--- config.mk ---
export PLATFORM = sky130hd
export DESIGN_NAME = unidade_controle_genius_param_flat
export DESIGN_NICKNAME = d
export VERILOG_FILES = /design/src/rtl/unidade_controle_genius_param_if.sv /design/src/rtl/unidade_controle_genius_param.sv /design/src/flat_wrapper.sv
export SDC_FILE = /design/constraint.sdc
export NUM_CORES = 1
export LEC_CHECK = 0
export BUFFER_PORTS_ARGS = -buffer_cell sky130_fd_sc_hd__buf_4
export CORE_MARGIN = 3
export CORE_UTILIZATION = 55
export DETAILED_ROUTE_END_ITERATION = 10
export PLACE_DENSITY = 0.84
export SLEW_MARGIN = 10
export SYNTH_ARGS = -nofsm -noshare
export SYNTH_HDL_FRONTEND = slang
export SYNTH_SLANG_ARGS = --single-unit
export TNS_END_PERCENT = 5
--- constraint.sdc ---
create_clock -name clock -period 2.95 [get_ports clock]
set_input_delay 0.1475 -clock clock [delete_from_list [all_inputs] [get_ports clock]]
set_output_delay 0.1475 -clock clock [all_outputs]
set_load 0.01 [all_outputs]
--- src/rtl/unidade_controle_genius_param_if.sv ---
// Control/status bundle between the Genius control unit and the datapath/top level.
// The master side is the control unit; the slave side is the datapath and game top.
interface unidade_controle_genius_param_if #(
  parameter int LIVES = 1
);
  localparam int VW = $clog2(LIVES + 1);

  logic          iniciar;
  logic          jogada;
  logic          igual;
  logic          enderecoIgualSequencia;
  logic          fimS;
  logic          modo;
  logic          zeraR;
  logic          zeraE;
  logic          zeraS;
  logic          zeraM;
  logic          registraR;
  logic          registraM;
  logic          contaE;
  logic          contaS;
  logic          acertou;
  logic          errou;
  logic          pronto;
  logic          perdeu_timeout;
  logic [VW-1:0] vidas;
  logic [4:0]    db_estado;

  modport master (
    input  iniciar, jogada, igual, enderecoIgualSequencia, fimS, modo,
    output zeraR, zeraE, zeraS, zeraM, registraR, registraM, contaE, contaS,
    output acertou, errou, pronto, perdeu_timeout, vidas, db_estado
  );

  modport slave (
    output iniciar, jogada, igual, enderecoIgualSequencia, fimS, modo,
    input  zeraR, zeraE, zeraS, zeraM, registraR, registraM, contaE, contaS,
    input  acertou, errou, pronto, perdeu_timeout, vidas, db_estado
  );
endinterface

--- src/rtl/unidade_controle_genius_param.sv ---
// Genius control unit: show / play / compare loop with lives, round replay,
// blind mode, LED display timer and per-play timeout.
module unidade_controle_genius_param #(
  parameter int LED_ON_CYCLES  = 4,
  parameter int LED_OFF_CYCLES = 2,
  parameter int TIMEOUT_CYCLES = 10,
  parameter int LIVES          = 1
) (
  input logic clock,
  input logic reset,
  unidade_controle_genius_param_if.master bus
);
  localparam int VW       = $clog2(LIVES + 1);
  localparam int TMR_SPAN = (LED_ON_CYCLES > LED_OFF_CYCLES) ? LED_ON_CYCLES : LED_OFF_CYCLES;
  localparam int TW       = (TMR_SPAN > 1) ? $clog2(TMR_SPAN) : 1;
  localparam int OW       = (TIMEOUT_CYCLES > 1) ? $clog2(TIMEOUT_CYCLES) : 1;

  typedef enum logic [4:0] {
    S_INICIAL        = 5'd0,
    S_INICIA_SEQ     = 5'd1,
    S_PROX_SEQ       = 5'd2,
    S_ULTIMA_SEQ     = 5'd3,
    S_CARREGA        = 5'd4,
    S_MOSTRA         = 5'd5,
    S_APAGA          = 5'd6,
    S_MOSTRA_APAGADO = 5'd7,
    S_PROX_POS       = 5'd8,
    S_COMECO_JOGADA  = 5'd9,
    S_ESPERA         = 5'd10,
    S_REGISTRA       = 5'd11,
    S_COMPARA        = 5'd12,
    S_PROX_JOGADA    = 5'd13,
    S_PERDE_VIDA     = 5'd14,
    S_ACERTO         = 5'd15,
    S_ERRO           = 5'd16
  } state_t;

  state_t        state_reg, state_next;
  logic [VW-1:0] vidas_reg, vidas_next;
  logic          modo_reg, modo_next;
  logic          tout_flag_reg, tout_flag_next;
  logic [TW-1:0] tmr_reg;
  logic [OW-1:0] tout_reg;
  logic [7:0]    ctrl_reg;   // {zeraR, zeraE, zeraS, zeraM, registraR, registraM, contaE, contaS}
  logic [3:0]    flag_reg;   // {acertou, errou, pronto, perdeu_timeout}
  logic          err;

  function automatic logic [7:0] ctrl_of(state_t s);
    case (s)
      S_INICIAL:       ctrl_of = 8'b1011_0000;
      S_INICIA_SEQ:    ctrl_of = 8'b0110_0000;
      S_PROX_SEQ:      ctrl_of = 8'b0100_0001;
      S_CARREGA:       ctrl_of = 8'b0000_0100;
      S_APAGA:         ctrl_of = 8'b0001_0000;
      S_PROX_POS:      ctrl_of = 8'b0000_0010;
      S_COMECO_JOGADA: ctrl_of = 8'b0100_0000;
      S_REGISTRA:      ctrl_of = 8'b0000_1000;
      S_PROX_JOGADA:   ctrl_of = 8'b0000_0010;
      S_PERDE_VIDA:    ctrl_of = 8'b1100_0000;
      default:         ctrl_of = 8'b0000_0000;
    endcase
  endfunction

  function automatic logic [3:0] flags_of(state_t s, logic tout_flag);
    flags_of = {s == S_ACERTO, s == S_ERRO, (s == S_ACERTO) || (s == S_ERRO),
                (s == S_ERRO) && tout_flag};
  endfunction

  always_comb begin
    state_next     = state_reg;
    vidas_next     = vidas_reg;
    modo_next      = modo_reg;
    tout_flag_next = tout_flag_reg;
    err            = 1'b0;
    case (state_reg)
      S_INICIAL: begin
        tout_flag_next = 1'b0;
        if (bus.iniciar) begin
          state_next = S_INICIA_SEQ;
          modo_next  = bus.modo;
          vidas_next = VW'(LIVES);
        end
      end
      S_INICIA_SEQ, S_PROX_SEQ, S_PERDE_VIDA:
        state_next = modo_reg ? S_COMECO_JOGADA : S_CARREGA;
      S_CARREGA: state_next = S_MOSTRA;
      S_MOSTRA:
        if (tmr_reg == TW'(LED_ON_CYCLES - 1)) state_next = S_APAGA;
      S_APAGA: state_next = S_MOSTRA_APAGADO;
      S_MOSTRA_APAGADO:
        if (tmr_reg == TW'(LED_OFF_CYCLES - 1))
          state_next = bus.enderecoIgualSequencia ? S_COMECO_JOGADA : S_PROX_POS;
      S_PROX_POS:      state_next = S_CARREGA;
      S_COMECO_JOGADA: state_next = S_ESPERA;
      S_ESPERA: begin
        // A play arriving on the last allowed cycle still counts.
        if (bus.jogada) begin
          state_next = S_REGISTRA;
        end else if (tout_reg == OW'(TIMEOUT_CYCLES - 1)) begin
          err            = 1'b1;
          tout_flag_next = 1'b1;
        end
      end
      S_REGISTRA: state_next = S_COMPARA;
      S_COMPARA: begin
        if (bus.igual) begin
          state_next = bus.enderecoIgualSequencia ? S_ULTIMA_SEQ : S_PROX_JOGADA;
        end else begin
          err            = 1'b1;
          tout_flag_next = 1'b0;
        end
      end
      S_PROX_JOGADA: state_next = S_ESPERA;
      S_ULTIMA_SEQ:  state_next = bus.fimS ? S_ACERTO : S_PROX_SEQ;
      S_ACERTO, S_ERRO:
        if (bus.iniciar) state_next = S_INICIAL;
      default: state_next = S_INICIAL;
    endcase

    if (err) begin
      if (vidas_reg > VW'(1)) begin
        state_next = S_PERDE_VIDA;
        vidas_next = vidas_reg - VW'(1);
      end else begin
        state_next = S_ERRO;
        vidas_next = '0;
      end
    end
  end

  always_ff @(posedge clock) begin
    if (!reset) begin
      state_reg     <= S_INICIAL;
      vidas_reg     <= VW'(LIVES);
      modo_reg      <= 1'b0;
      tout_flag_reg <= 1'b0;
      tmr_reg       <= '0;
      tout_reg      <= '0;
      ctrl_reg      <= ctrl_of(S_INICIAL);
      flag_reg      <= '0;
    end else begin
      state_reg     <= state_next;
      vidas_reg     <= vidas_next;
      modo_reg      <= modo_next;
      tout_flag_reg <= tout_flag_next;
      ctrl_reg      <= ctrl_of(state_next);
      flag_reg      <= flags_of(state_next, tout_flag_next);

      case (state_reg)
        S_CARREGA, S_APAGA: tmr_reg <= '0;
        S_MOSTRA, S_MOSTRA_APAGADO:
          if (tmr_reg != {TW{1'b1}}) tmr_reg <= tmr_reg + TW'(1);
        default: tmr_reg <= tmr_reg;
      endcase

      case (state_reg)
        S_COMECO_JOGADA, S_PROX_JOGADA: tout_reg <= '0;
        S_ESPERA:
          if (tout_reg != {OW{1'b1}}) tout_reg <= tout_reg + OW'(1);
        default: tout_reg <= tout_reg;
      endcase
    end
  end

  assign bus.zeraR          = ctrl_reg[7];
  assign bus.zeraE          = ctrl_reg[6];
  assign bus.zeraS          = ctrl_reg[5];
  assign bus.zeraM          = ctrl_reg[4];
  assign bus.registraR      = ctrl_reg[3];
  assign bus.registraM      = ctrl_reg[2];
  assign bus.contaE         = ctrl_reg[1];
  assign bus.contaS         = ctrl_reg[0];
  assign bus.acertou        = flag_reg[3];
  assign bus.errou          = flag_reg[2];
  assign bus.pronto         = flag_reg[1];
  assign bus.perdeu_timeout = flag_reg[0];
  assign bus.vidas          = vidas_reg;
  assign bus.db_estado      = state_reg;
endmodule

--- src/flat_wrapper.sv ---
// flat-port wrapper written by rule: the top's interface ports become plain ports
module unidade_controle_genius_param_flat 
#(
  parameter int LED_ON_CYCLES  = 4,
  parameter int LED_OFF_CYCLES = 2,
  parameter int TIMEOUT_CYCLES = 10,
  parameter int LIVES          = 1
)
  (clock, reset, bus_iniciar, bus_jogada, bus_igual, bus_enderecoIgualSequencia, bus_fimS, bus_modo, bus_zeraR, bus_zeraE, bus_zeraS, bus_zeraM, bus_registraR, bus_registraM, bus_contaE, bus_contaS, bus_acertou, bus_errou, bus_pronto, bus_perdeu_timeout, bus_vidas, bus_db_estado);
  unidade_controle_genius_param_if #(.LIVES(LIVES)) bus_i ();
  input logic clock;
  input logic reset;
  input wire logic [$bits(bus_i.iniciar)-1:0] bus_iniciar;
  input wire logic [$bits(bus_i.jogada)-1:0] bus_jogada;
  input wire logic [$bits(bus_i.igual)-1:0] bus_igual;
  input wire logic [$bits(bus_i.enderecoIgualSequencia)-1:0] bus_enderecoIgualSequencia;
  input wire logic [$bits(bus_i.fimS)-1:0] bus_fimS;
  input wire logic [$bits(bus_i.modo)-1:0] bus_modo;
  output wire logic [$bits(bus_i.zeraR)-1:0] bus_zeraR;
  output wire logic [$bits(bus_i.zeraE)-1:0] bus_zeraE;
  output wire logic [$bits(bus_i.zeraS)-1:0] bus_zeraS;
  output wire logic [$bits(bus_i.zeraM)-1:0] bus_zeraM;
  output wire logic [$bits(bus_i.registraR)-1:0] bus_registraR;
  output wire logic [$bits(bus_i.registraM)-1:0] bus_registraM;
  output wire logic [$bits(bus_i.contaE)-1:0] bus_contaE;
  output wire logic [$bits(bus_i.contaS)-1:0] bus_contaS;
  output wire logic [$bits(bus_i.acertou)-1:0] bus_acertou;
  output wire logic [$bits(bus_i.errou)-1:0] bus_errou;
  output wire logic [$bits(bus_i.pronto)-1:0] bus_pronto;
  output wire logic [$bits(bus_i.perdeu_timeout)-1:0] bus_perdeu_timeout;
  output wire logic [$bits(bus_i.vidas)-1:0] bus_vidas;
  output wire logic [$bits(bus_i.db_estado)-1:0] bus_db_estado;
  assign bus_i.iniciar = bus_iniciar;
  assign bus_i.jogada = bus_jogada;
  assign bus_i.igual = bus_igual;
  assign bus_i.enderecoIgualSequencia = bus_enderecoIgualSequencia;
  assign bus_i.fimS = bus_fimS;
  assign bus_i.modo = bus_modo;
  assign bus_zeraR = bus_i.zeraR;
  assign bus_zeraE = bus_i.zeraE;
  assign bus_zeraS = bus_i.zeraS;
  assign bus_zeraM = bus_i.zeraM;
  assign bus_registraR = bus_i.registraR;
  assign bus_registraM = bus_i.registraM;
  assign bus_contaE = bus_i.contaE;
  assign bus_contaS = bus_i.contaS;
  assign bus_acertou = bus_i.acertou;
  assign bus_errou = bus_i.errou;
  assign bus_pronto = bus_i.pronto;
  assign bus_perdeu_timeout = bus_i.perdeu_timeout;
  assign bus_vidas = bus_i.vidas;
  assign bus_db_estado = bus_i.db_estado;
  unidade_controle_genius_param #(.LED_ON_CYCLES(LED_ON_CYCLES), .LED_OFF_CYCLES(LED_OFF_CYCLES), .TIMEOUT_CYCLES(TIMEOUT_CYCLES), .LIVES(LIVES)) u_core (.clock(clock), .reset(reset), .bus(bus_i));
endmodule
### Word-level counts from Yosys, hierarchy flattened

Memory sizes are Yosys's and may differ from the RTL's.
Cells that the tools add are included.

* add/subtract/negate cells: 3
* multipliers: 0
* divide/modulo/power cells: 0
* order comparisons: 1
* equal/unequal tests: 25
* shift-type cells: 0
* mux-type cells: 30
* bitwise operators: 1
* reduce and logical (&&, ||, !) cells: 17

Operator list (number)
* one-hot mux 5 bit (13 select lines): 1
* equality test 5 x 4 -> 1 bit (second input constant): 9
* two-way mux 5 bit: 8
* equality test 5 x 3 -> 1 bit (second input constant): 4
* two-way mux 4 bit: 4
* two-way mux 1 bit: 11
* equality test 5 x 2 -> 1 bit (second input constant): 2
* equality test 5 bit (second input constant): 2
* OR reduction 2 bit: 5
* two-way mux 8 bit: 1
* one-hot mux 4 bit (2 select lines): 1
* AND reduction 2 bit: 4
* nonzero test 2 bit: 4
* equality test 5 x 1 -> 1 bit (second input constant): 1
* zero test 5 bit: 1
* adder 4 x 1 -> 4 bit (second input constant): 1
* equality test 4 bit (second input constant): 1
* != test 2 x 1 -> 1 bit (second input constant): 2
* != test 4 bit (second input constant): 1
* one-hot mux 2 bit (2 select lines): 1
* one-hot mux 1 bit (3 select lines): 1
* OR reduction 3 bit: 1
* adder 2 x 1 -> 2 bit (second input constant): 1
* equality test 2 x 1 -> 1 bit (second input constant): 1
* other kinds (9): 9

* register bits: 26
* latch bits: 0
* bits in writable memories: 0
* ROM bits: 128
* input bits: 8
* output and inout bits: 18
* word-level logic and storage cells: 87
* memories kept: 1

Memory list
* (no name shown): depth 16, width 8, rd ports 1, clocked after Yosys merged registers in 0, wr ports 0, line unidade_controle_genius_param.sv:49 `case (s)`

### Depth between registers and ports, before layout

* depth in word-level cells: 7
* gate-level depth with buffers: 11
* depth with buffers taken out: 11

### Least setup slack after synthesis

Ideal clock, no wire load.

* kind: reg2reg
* start point: reg u_core.state_reg[1] (netlist: u_core.bus.db_estado[1])
* end point: reg u_core.ctrl_reg[6]
* setup time: 117 ps
* arrival: 2458 ps
* required time: 2833 ps
* slack: 374 ps
* cell stages (with the launch flop): 11
* path buffers: 2
* clock period less this slack: 2576 ps
* cells stage by stage: dfxtp_1 buf_6 buf_2 nor2_1 a32oi_1 o21ai_0 a2111oi_1 inv_1 ha_1 mux2_4 a32o_1

* longest elaborated chain between the ends: 5
* elaborated cells between the ends (all ways): 31
* those cells by class: eq/ne: 16; mux: 9; reduce/logical: 5; memory: 1

RTL lines
* start: declaration: line unidade_controle_genius_param.sv:38 `state_t state_reg, state_next;`
* start signal: assignment: line unidade_controle_genius_param.sv:142 `state_reg <= state_next;`
* equality test 5 x 1 -> 1 bit, or another cell as far along: line unidade_controle_genius_param.sv:75 `case (state_reg)`
* OR reduction 3 bit, or another cell as far along: line unidade_controle_genius_param.sv:75
* one-hot mux 5 bit (13 select lines): line unidade_controle_genius_param.sv:75
* two-way mux 5 bit (*): line unidade_controle_genius_param.sv:120 `if (err) begin`
* named net u_core.state_next[0]: line unidade_controle_genius_param.sv:38
* memory read (16 x 8 bit) (*)
* end signal: assignment: line unidade_controle_genius_param.sv:139 `ctrl_reg <= ctrl_of(S_INICIAL);`
* end signal: assignment: line unidade_controle_genius_param.sv:146 `ctrl_reg <= ctrl_of(state_next);`
* end: declaration: line unidade_controle_genius_param.sv:44 `logic [7:0] ctrl_reg;`

Mark *: on every way through the listed nets, which the timed path passes. The rest lies on a longest branch.
A chain may end at the register's enable or synchronous reset.

### Worst setup path in the final report

Ends and elaborated chain as after synthesis.

==> results.md <==
- Outcome: finished, final reports clean
- CTS tree: done
- Synthesized-area fraction occupied by and/or/nand/nor cells: 31.1%
- Total via count after detailed routing: 1342
- Drt first-iter violations: 32
- Number of port buffers: 25
- Final core occ: 68.8%
- Clock edge transition at the registers on the reported setup and hold paths: 140 ps
- Reported leakage power: 0.737 nW
- Clock tree skew after final layout: 2.62 ps
- Launching element of the worst setup path: u_core.bus.db_estado[1]$_SDFF_PN0_
- Post-synthesis async set-or-reset flop share: 0%
- Number of enable-type register cells in the synthesized netlist: 0
- Top-level I/O count: 26
- Number of buffers created by CTS: 3
- Largest net degree at the start of global routing: 21
- Cell chosen for the clock root: sky130_fd_sc_hd__clkbuf_4
- Warnings, synthesis: 0
- Startpoint of the worst register-to-register path: u_core.bus.db_estado[1]$_SDFF_PN0_
- Post-layout nets: 215
- Critical Path AT: 3040 ps
- Compound-Gate Fraction of Synth Area: 14.8%
- Global router's overall resource usage: 21.3%
- Remaining number of nets flagged by the antenna check after routing: 0
- Core box area: 2520 sq um
- Path class of the lowest-slack min-delay path: primary input to register
- Startpoint of the worst hold path: reset
- Min setup slack post-route: 139 ps
- Number of antenna violations at the first check in global routing: 0
- Flip-flop and latch count after synthesis: 26
- Combinational family with the most area after synthesis: simple AND/OR/NAND/NOR gates
- Final global-route overflow total: 0
- Number of iterations in the first detailed-routing pass: 4
- Worst slack at placement: 194 ps
- Weighted congestion at the end of routability-driven global placement: 0.893
- Net count of the mapped netlist: 191
- Final count of negative-setup-slack endpoints: 0
- Number of gates resized after CTS: 0
- Layout cells sized above 1: 21.2%
- Max FFs per register: 8
- Share of the clock period used by the worst path: 95.3%
- Count of unique library cells instantiated by Yosys: 47
- Max-capacitance violation count: 0
- RSZ-0062 raised after global routing: no
- Die Outline Area: 3380 sq um
- Xor-xnor portion of the synthesized cell area: 1.76%
- Final critical-path required period: 2810 ps
- Sort of element at the end of the critical path: register
- Avg Synthesized Cell Area: 8.54 sq um
- Summed instance area of the synthesized netlist: 1500 sq um
- Initial core utilization: 59.3%
- WL/cell: 14.8 um
- Width of the die: 58.1 um
- Upper clock frequency limit: 0.356 GHz
- CTS Sinks: 26
- Chip Height: 58.1 um
- Non-filler cells in the finished layout: 228
- Final Power: 1.16 mW
- Vias in the first global route: 1287
- Final number of hold-violating endpoints: 0
- Synthesized-area fraction occupied by adder cells: 6.69%
- Number of post-CTS setup repair buffers: 0
- Required time of the critical path: 3180 ps
- First-pass GRT wire length: 5660 um
- Multiplexer share of the synthesized area: 5.27%
- Floorplan row count: 18
- Number of instances in the synthesized netlist: 175
- Post-DR vias/cell: 5.89
- Final-report max-slew violation count: 0
- Transition at the pin with the smallest max-transition slack: 660 ps
- Worst relative slew slack: 56.0%
- Maximum net fanout on the critical path: 19
- Wire length reported by the detailed router: 3370 um
- Area Growth Syn to Fin: 16.2%
- Clock H-tree levels: 1
- Share of the yosys chip area belonging to registers: 34.8%
- CP Class: register to register
- Number of buffers between clock root and the deepest sink: 2
- Worst skew pair latency: 320 ps
- Power density over the cells: 670 nW/um^2
- Diodes inserted: 0
- Post-route DRC: 0
- Cell count after placement: 224
- Startpoint type of the worst setup path: register
- Number of hold buffers added after CTS: 0
- HPWL after detailed placement: 2570 um
- Most frequent standard cell in the layout excluding fill and tap cells: sky130_fd_sc_hd__buf_4
- Top_reg_cell synth: sky130_fd_sc_hd__dfxtp_1
- Total Negative Setup Slacks: 0 ps
- IR Drop Worst-Case VDD: 0.612 mV
- Commonest cells after routing, fill and taps aside: 27 x sky130_fd_sc_hd__buf_4, 25 x sky130_fd_sc_hd__dfxtp_1, 20 x sky130_fd_sc_hd__nor2_1
[final cells by class]
type / count / area (sq um)
Timing Repair Buffer: 27 / 203
Multi-Input combinational cell: 133 / 892
Fill cell: 225 / 786
Clock inverter: 1 / 30.0
Tap cell: 30 / 37.5
Clock buffer: 3 / 22.5
Inverter: 8 / 30.0
Sequential cell: 26 / 522
[path summary, 6_finish.rpt]
path              slack, ps                              end  depth (start not counted)
hold reg to reg         480  u_core.tout_flag_reg$_SDFF_PN0_                          2
setup / recovery        140    u_core.ctrl_reg[6]$_SDFF_PP0_                          8
hold / removal           60    u_core.ctrl_reg[7]$_SDFF_PN1_                          2
setup reg to reg        140    u_core.ctrl_reg[6]$_SDFF_PP0_                          8
[synthesized netlist by cell type (3+ instances only)]
cell type	number	area [sq um]
sky130_fd_sc_hd__nand3_1	11	55.1
sky130_fd_sc_hd__nand2b_1	5	31.3
sky130_fd_sc_hd__xor2_1	3	26.3
sky130_fd_sc_hd__inv_1	7	26.3
sky130_fd_sc_hd__nor3_1	6	30.0
sky130_fd_sc_hd__buf_2	6	30.0
sky130_fd_sc_hd__a21oi_1	6	30.0
sky130_fd_sc_hd__and3_1	5	31.3
sky130_fd_sc_hd__and2_1	5	31.3
sky130_fd_sc_hd__dfxtp_1	26	521
sky130_fd_sc_hd__nor2_1	20	75.1
sky130_fd_sc_hd__mux2i_1	3	30.0
sky130_fd_sc_hd__ha_1	8	100
sky130_fd_sc_hd__o21ai_0	7	35.0
sky130_fd_sc_hd__nand2_1	16	60.1
[logic make-up after synthesis]
family | after synthesis
fa+ha+maj | 8
simple gates | 85
flops | 26
compound gates | 30
xor+xnor | 3
mux | 7
buf+inv | 16
[metal layers]
layer / wire length (um) / up-vias / track usage [%] / part of all wire, %
met5: 0 / - / 0 / 0
met4: 27 / 0 / 4.30 / 0.80
met3: 203 / 6 / 5.79 / 6.0
met2: 1640 / 42 / 36.5 / 49
met1: 1500 / 627 / 26.8 / 45
li1: - / 667 / - / -
[worst max-delay path, cell delays in order (launching register included)]
cell and delay [ps]:
sky130_fd_sc_hd__dfxtp_1 770, sky130_fd_sc_hd__nor3_1 280, sky130_fd_sc_hd__nand3_1 200, sky130_fd_sc_hd__nand3_1 90, sky130_fd_sc_hd__a2111oi_1 520, sky130_fd_sc_hd__inv_1 140, sky130_fd_sc_hd__ha_1 240, sky130_fd_sc_hd__mux2_4 270
sky130_fd_sc_hd__a32o_1 200
[where the power goes]
group,switching [mW],internal (mW)
sequential,0.0608,0.397
clock,0.105,0.137
combinational,0.248,0.216
[through the flow]
step	instance area, sq um	hold WS (ps)
6_report	1740	64.8
5_1_grt	1740	44.6
4_1_cts	1740	53.0
3_5_place_dp	1680	400
3_3_place_gp	1680	399
2_1_floorplan	1500	219
Power figures use the tool's default switching activity.
